==> src/rtl/ps2_host_tx.sv <==
`default_nettype none
// +--------------------------------------------------------------------------+
// | ps2_host_tx : PS/2 host-to-device command transmitter with line filters  |
// | Revision 1.0                                                             |
// +--------------------------------------------------------------------------+
module ps2_host_tx #(
  parameter int INHIBIT_CYCLES = 10000,
  parameter int TIMEOUT_CYCLES = 1500000,
  parameter int FILTER_LEN     = 16
) (
  input  logic       clock,
  input  logic       reset_n,
  input  logic [7:0] tx_data,
  input  logic       tx_valid,
  output logic       tx_ready,
  output logic       tx_done,
  output logic       tx_err,
  output logic       busy,
  input  logic       ps2_clk_in,
  input  logic       ps2_dat_in,
  output logic       ps2_clk_oe,
  output logic       ps2_dat_oe
);

  localparam int INH_W = (INHIBIT_CYCLES > 1) ? $clog2(INHIBIT_CYCLES + 1) : 1;
  localparam int TO_W  = (TIMEOUT_CYCLES > 1) ? $clog2(TIMEOUT_CYCLES + 1) : 1;
  localparam logic [INH_W-1:0] c_inh_last = INH_W'(INHIBIT_CYCLES - 1);
  localparam logic [INH_W-1:0] c_inh_pre  = INH_W'(INHIBIT_CYCLES - 2);
  localparam logic [TO_W-1:0]  c_to_last  = TO_W'(TIMEOUT_CYCLES - 1);

  typedef enum logic [2:0] {
    S_IDLE      = 3'd0,
    S_INHIBIT   = 3'd1,
    S_RTS       = 3'd2,
    S_DATA      = 3'd3,
    S_WAIT_IDLE = 3'd4,
    S_ERR       = 3'd5
  } state_t;

  logic [FILTER_LEN-1:0] clk_sr_q, dat_sr_q, clk_sr_d, dat_sr_d;
  logic                  clk_f_q, dat_f_q, clk_prev_q, edge_q;

  state_t           state_q;
  logic [INH_W-1:0] inh_cnt_q;
  logic [TO_W-1:0]  to_cnt_q;
  logic [3:0]       edge_cnt_q;
  logic [7:0]       data_q;
  logic             par_q;
  logic             ready_q, done_q, err_q, busy_q, clk_oe_q, dat_oe_q;
  logic             timeout_hit;

  assign clk_sr_d    = {clk_sr_q[FILTER_LEN-2:0], ps2_clk_in};
  assign dat_sr_d    = {dat_sr_q[FILTER_LEN-2:0], ps2_dat_in};
  assign timeout_hit = (to_cnt_q == c_to_last);

  // Filtered levels move only on a unanimous window; edge flag lags by one cycle.
  always_ff @(posedge clock) begin
    if (!reset_n) begin
      clk_sr_q   <= '1;
      dat_sr_q   <= '1;
      clk_f_q    <= 1'b1;
      dat_f_q    <= 1'b1;
      clk_prev_q <= 1'b1;
      edge_q     <= 1'b0;
    end else begin
      clk_sr_q <= clk_sr_d;
      dat_sr_q <= dat_sr_d;
      if (&clk_sr_q)       clk_f_q <= 1'b1;
      else if (~|clk_sr_q) clk_f_q <= 1'b0;
      if (&dat_sr_q)       dat_f_q <= 1'b1;
      else if (~|dat_sr_q) dat_f_q <= 1'b0;
      clk_prev_q <= clk_f_q;
      edge_q     <= clk_prev_q & ~clk_f_q;
    end
  end

  always_ff @(posedge clock) begin
    if (!reset_n) begin
      state_q    <= S_IDLE;
      inh_cnt_q  <= '0;
      to_cnt_q   <= '0;
      edge_cnt_q <= '0;
      data_q     <= '0;
      par_q      <= 1'b0;
      ready_q    <= 1'b0;
      done_q     <= 1'b0;
      err_q      <= 1'b0;
      busy_q     <= 1'b0;
      clk_oe_q   <= 1'b0;
      dat_oe_q   <= 1'b0;
    end else begin
      done_q <= 1'b0;
      err_q  <= 1'b0;
      if (!timeout_hit) to_cnt_q <= to_cnt_q + TO_W'(1);
      case (state_q)
        S_IDLE: begin
          ready_q  <= 1'b1;
          busy_q   <= 1'b0;
          clk_oe_q <= 1'b0;
          dat_oe_q <= 1'b0;
          if (tx_valid && ready_q) begin
            data_q    <= tx_data;
            par_q     <= ~^tx_data;
            state_q   <= S_INHIBIT;
            ready_q   <= 1'b0;
            busy_q    <= 1'b1;
            clk_oe_q  <= 1'b1;
            dat_oe_q  <= (INHIBIT_CYCLES == 1);
            inh_cnt_q <= '0;
          end
        end
        S_INHIBIT: begin
          inh_cnt_q <= inh_cnt_q + INH_W'(1);
          if (INHIBIT_CYCLES > 1 && inh_cnt_q == c_inh_pre) dat_oe_q <= 1'b1;
          if (inh_cnt_q == c_inh_last) begin
            state_q    <= S_RTS;
            clk_oe_q   <= 1'b0;
            to_cnt_q   <= '0;
            edge_cnt_q <= '0;
          end
        end
        S_RTS, S_DATA, S_WAIT_IDLE: begin
          if (timeout_hit) begin
            state_q  <= S_ERR;
            err_q    <= 1'b1;
            clk_oe_q <= 1'b0;
            dat_oe_q <= 1'b0;
          end else if (state_q == S_WAIT_IDLE) begin
            if (clk_f_q && dat_f_q) begin
              done_q  <= 1'b1;
              state_q <= S_IDLE;
              ready_q <= 1'b1;
              busy_q  <= 1'b0;
            end
          end else if (edge_q) begin
            // edge_cnt_q holds the number of edges already seen before this one.
            edge_cnt_q <= edge_cnt_q + 4'd1;
            state_q    <= S_DATA;
            if (edge_cnt_q < 4'd8) begin
              dat_oe_q <= ~data_q[edge_cnt_q[2:0]];
            end else if (edge_cnt_q == 4'd8) begin
              dat_oe_q <= ~par_q;
            end else if (edge_cnt_q == 4'd9) begin
              dat_oe_q <= 1'b0;
            end else if (dat_f_q) begin
              state_q <= S_ERR;
              err_q   <= 1'b1;
            end else begin
              state_q <= S_WAIT_IDLE;
            end
          end
        end
        S_ERR: begin
          state_q  <= S_IDLE;
          ready_q  <= 1'b1;
          busy_q   <= 1'b0;
          clk_oe_q <= 1'b0;
          dat_oe_q <= 1'b0;
        end
        default: state_q <= S_IDLE;
      endcase
    end
  end

  assign tx_ready   = ready_q;
  assign tx_done    = done_q;
  assign tx_err     = err_q;
  assign busy       = busy_q;
  assign ps2_clk_oe = clk_oe_q;
  assign ps2_dat_oe = dat_oe_q;

endmodule
`default_nettype wire

==> config.mk <==
export PLATFORM = sky130hd
export DESIGN_NAME = ps2_host_tx
export DESIGN_NICKNAME = d
export VERILOG_FILES = /design/src/rtl/ps2_host_tx.sv
export SDC_FILE = /design/constraint.sdc
export NUM_CORES = 1
export LEC_CHECK = 0
export CELL_PAD_IN_SITES_DETAIL_PLACEMENT = 1
export CELL_PAD_IN_SITES_GLOBAL_PLACEMENT = 1
export CORE_MARGIN = 4
export CORE_UTILIZATION = 30
export DETAILED_ROUTE_END_ITERATION = 7
export PLACE_DENSITY_LB_ADDON = 0.1
export RECOVER_POWER = 25
export SLEW_MARGIN = 20
export SYNTH_ARGS = -nofsm -noshare
export SYNTH_HDL_FRONTEND = slang
export SYNTH_SLANG_ARGS = --single-unit
==> constraint.sdc <==
create_clock -name clock -period 5.2 [get_ports clock]
set_input_delay 1.04 -clock clock [delete_from_list [all_inputs] [get_ports clock]]
set_output_delay 1.04 -clock clock [all_outputs]
set_load 0.05 [all_outputs]
Word-level counts from Yosys, hierarchy flattened
Cells that the tools add are included.
- word-level logic and storage cells: 132
- output and inout port bits: 6
- input bits: 13
- register bits: 93
- eq/ne operators: 24
- bitwise logic cells: 7
- reductions and logical operators: 26
- add/sub/neg operators: 3
- mux-type cells: 52
- $lt $le $gt $ge: 2
- operators with widths (operator ; count):
    two-way mux 21 bit ; 3
    AND reduction 16 bit ; 2
    OR reduction 16 bit ; 2
    == test 14 bit (second input constant) ; 2
    case mux 14 bit (2 select lines) ; 1
    two-way mux 1 bit ; 27
    two-way mux 3 bit ; 9
    adder 21 x 1 -> 21 bit (second input constant) ; 1
    == test 21 bit (second input constant) ; 1
    inequality test 2 bit (second input constant) ; 9
    two-way mux 4 bit ; 4
    adder 14 x 1 -> 14 bit (second input constant) ; 1
    two-way mux 14 bit ; 1
    AND reduction 5 bit ; 2
    case mux 1 bit (3 select lines) ; 3
    case mux 3 bit (3 select lines) ; 1
    == test 4 bit (second input constant) ; 2
    inequality test 4 bit (second input constant) ; 2
    case mux 4 bit (2 select lines) ; 1
    AND reduction 4 bit ; 2
    XNOR reduction 8 bit ; 1
    == test 3 x 2 -> 1 bit (second input constant) ; 2
    == test 3 bit (second input constant) ; 2
    inequality test 3 bit (second input constant) ; 2
    other kinds (19) ; 31

Depth between registers and ports, before layout
- depth after elaboration: 8
- mapped depth: 9

Least setup slack after synthesis
No wires, ideal clock.
- path kind: register to register
- from: register to_cnt_q[0]
- to: register dat_oe_q (netlist: ps2_dat_oe)
- setup slack: 3.235 ns
- arrival: 1.894 ns
- path buffers: 2
- clock period less this slack: 1.965 ns
- cell stages (with the launch flop): 10
- cell sequence: dfxtp_1 ha_1 and4_4 nand4_2 or3_1 buf_2 buf_6 nand2_1 and3_1 mux2i_1
- cells in the longest elaborated chain, start to end: 3
- elaborated cells between the ends (all ways): 7
- classes of those cells: 4 x eq/ne; 2 x mux; 1 x reduce/logical
- RTL lines (what ; line ; source):
    start, declared ; 45 ; logic [TO_W-1:0] to_cnt_q;
    start signal, assigned ; 94 ; if (!timeout_hit) to_cnt_q <= to_cnt_q + TO_W'(1);
    == test 21 bit * ; 54 ; assign timeout_hit = (to_cnt_q == c_to_last);
    inequality test 5 bit (no source line) (tied with other cells) ; -- ;
    AND reduction 5 bit (no source line) or case mux 1 bit (3 select lines) (tied branches) ; -- ;
    end signal, assigned ; 108 ; dat_oe_q <= (INHIBIT_CYCLES == 1);
    end signal, assigned ; 140 ; dat_oe_q <= ~data_q[edge_cnt_q[2:0]];
    end signal, assigned ; 142 ; dat_oe_q <= ~par_q;
    end, declared ; 49 ; logic ready_q, done_q, err_q, busy_q, clk_oe_q, dat_oe_q;
Every way passes the cells marked *; elsewhere a longest branch is shown, timed or not.
A chain may end at the register's enable or synchronous reset.

Worst setup path after layout
- from: input port reset_n
- to: register clk_f_q
- cells in the longest elaborated chain, start to end: 2
- RTL lines (what ; line ; source):
    start, declared ; 12 ; input logic reset_n,
    NOT 1 bit (no source line) ; -- ;
    OR reduction 2 bit (no source line) ; -- ;
    end signal, assigned ; 61 ; clk_f_q <= 1'b1;
    end signal, assigned ; 68 ; if (&clk_sr_q) clk_f_q <= 1'b1;
    end signal, assigned ; 69 ; else if (~|clk_sr_q) clk_f_q <= 1'b0;
    end, declared ; 41 ; logic clk_f_q, dat_f_q, clk_prev_q, edge_q;
Every way passes these cells.

==> impl_metrics.ini <==
[hold_path]
hp-class = register to register
min_path_cells = 1
hold_end = edge_q$_SDFF_PN0_
min_from = clk_prev_q$_SDFF_PN1_

[logic_synthesis]
ys_seq_elements = 93
netlist.area_leader.share = 0.4727
synth_top_family_by_area = simple AND/OR/NAND/NOR gates
syn_inst = 446
yosys_most_used_dff = dfxtp_1
synth.area.top_cells = dfxtp_1 47%, nand2b_1 5.1%, nand2_1 5.0%
syn_area_sq_um = 3939
synthDistinctLibCells = 51
synthAdderAreaFrac = 0.01906
syn-num-nets = 465
synth-simple-area-share = 0.2910
synth_compound_area_frac = 0.1223
synth.most_common_cell = dfxtp_1
async_flop_share = 0
synthMuxAreaShare = 0.01684
ys_seq_area_frac = 0.4727
yosys_warnings = 0
synthXorXnorAreaFrac = 0.05114
synth_edf_count = 0
synth_top_area_cell = dfxtp_1
synthTopCellsByCount = 93 x dfxtp_1, 52 x nand2_1, 43 x nor2_1
synth_area_per_cell_sq_um = 8.831

[final_layout]
area_growth_pct = 16.99
fill_cells = 1544
antennaDiodeCount = 0
drive_above_1_share = 0.06681
final_nets = 478
fin_util = 0.3622

[clock_tree]
cts_max_path_buffers = 2
root_buffer = clkbuf_16
tritoncts = done
cts_inserted_buffers = 9
cts_setup_buffers = 0
clock_latency_ns = 0.35
cts.sinks = 93
cts_resized = 0
holdBufCountCts = 0
clk_pin_slew_worst_paths_ns = 0.07
h-tree-depth = 3

[global_routing]
grt_use_total = 0.1335
grt_pass1_vias = 3186
grt_max_degree = 45
grt_pass1_wl_microns = 15770
grt.overflow.total = 0
antenna_found_initial = 0

[drt]
drtIter0Drc = 167
viasPerCell = 4.964
wirelength_microns = 9282
vias = 3157
drc_errors = 0
ant_nets = 0
drt_first_pass_iters = 4
post_drt_wl_per_cell_microns = 14.59

[setup_path]
worstSetupPathType = primary input to register
crit_path_end_kind = register
r2r_cells = 6
start_kind = primary input
r2r-start = state_q[1]$_SDFFE_PN0P_
worst_ep_required_time_ns = 5.44
critPathArrivalTime_ns = 3.56
crit_fanout = 44
ff2ff_setup_slack_ns = 2.67
r2r-end = edge_cnt_q[3]$_SDFFE_PN0P_

[floorplanning]
die_y_microns = 122.6
initial_core_util = 0.3096
core-area_sq_um = 12720
dieArea_sq_um = 15030
die_x_microns = 122.6
row_count = 41
ios = 19

[place]
place_congestion = 0.7488
post-place-ws_ns = 2.094
portBuffers = 18
hpwl_microns = 6522

[power]
power.density_nw_per_um2 = 368.8
ir_worst_vdd_uv = 190.9
total_leakage_power_nw = 1.590

[status]
status = finished, violations left
violations = capacitance limit, slew limit

[timing]
fmax_mhz = 301.3
finalCritPeriodShare = 0.6383
rsz0062_at_grt = no
drv_slew = 45
worstMarginPinSlew_ns = 1.946
relSlewSlack = -0.2975
clock_skew_ns = 0.006903
hold_viol = 0
setup_ws_ns = 1.881
holdWs_ns = 0.4245
fin_setup_tns_ns = 0
fin_crit_ns = 3.319
setup_viol = 0

[job]
maxCapViolCount = 1
## per-stage QoR
stage | power, mW | instance area, sq um | cells
2_1_floorplan | 0.8932 | 3939 | 446
3_3_place_gp | 0.9500 | 4264 | 620
3_5_place_dp | 0.9511 | 4264 | 620
4_1_cts | 1.728 | 4613 | 636
5_1_grt | 1.781 | 4608 | 636
6_report | 1.700 | 4608 | 636
## power breakdown
part	leakage, nW	switching, mW	internal [mW]
combinational	0.671	0.113	0.0641
clock	0.165	0.285	0.482
sequential	0.754	0.0214	0.735
total	1.59	0.419	1.28
## placed cells by master (no fill, tap or decap), types with 4 or more instances in the layout
cell / n
dfxtp_1: 93
nand2_1: 52
nor2_1: 43
nand2b_1: 32
a21oi_1: 26
nand3_1: 20
clkdlybuf4s50_1: 17
nand4_1: 15
o21ai_0: 14
and3_1: 14
xnor2_1: 13
nor4_1: 11
xor2_1: 10
or3_1: 9
clkbuf_16: 9
inv_1: 6
a211oi_1: 6
ha_1: 6
nor3_1: 5
nor2b_1: 4
o21a_1: 4
o211ai_1: 4
## flip-flops by register name (all words and copies together) (netlist names), 3 cells and up
register / count
data_q: 8
edge_cnt_q: 4
dat_sr_q: 16
clk_sr_q: 16
state_q: 3
to_cnt_q: 21
inh_cnt_q: 14
## critical path: stages
cell      delay, ns
clkbuf_1       0.21
clkbuf_1       1.42
nand2b_1       0.18
nor4_1         0.37
a31oi_1        0.13
o22a_1         0.21
## worst max-delay path by stage
stage                                      endpoint  slack [ns]              startpoint
after floorplan             ps2_dat_oe$_SDFFE_PN0P_        3.23  to_cnt_q[0]$_SDFF_PN0_
final                          clk_f_q$_SDFFE_PP1N_        1.88                 reset_n
after global placement    inh_cnt_q[3]$_SDFFE_PN0P_        2.11                tx_valid
after CTS                 inh_cnt_q[3]$_SDFFE_PN0P_        2.46                tx_valid
after detailed placement  inh_cnt_q[3]$_SDFFE_PN0P_        2.09                tx_valid
after global routing           clk_f_q$_SDFFE_PP1N_        1.38                 reset_n
## cells by family (layout without fill, tap and decap cells)
family                     Yosys count  count (layout)
DFF                                 93              93
adders and majority gates            6               6
AOI/OAI and AO/OA                   76              76
buffers and inverters               25              43
muxes                                4               4
xor gates and xnor gates            23              23
and+or+nand+nor                    219             219
## area by class of cell
class                   count  area, sq um  share of cell area
flip-flops and latches     93         1862              0.4040
inverters                   7        26.28            0.005702
repair buffers             20        185.2             0.04018
well taps                 172        215.2             0.04670
multi-input cells         328         1971              0.4276
clock buffers              10        239.0             0.05186
clock inverters             6        110.1             0.02389
## routing by layer
layer  vias up  part of all wire  global-route usage
met5         -                 0                   0
met1      1516              0.48              0.1718
met2        24              0.47              0.2113
met3        13             0.031             0.04194
met4         0             0.019             0.04759
li1       1604                 -                   -
Power figures use the tool's default switching activity.
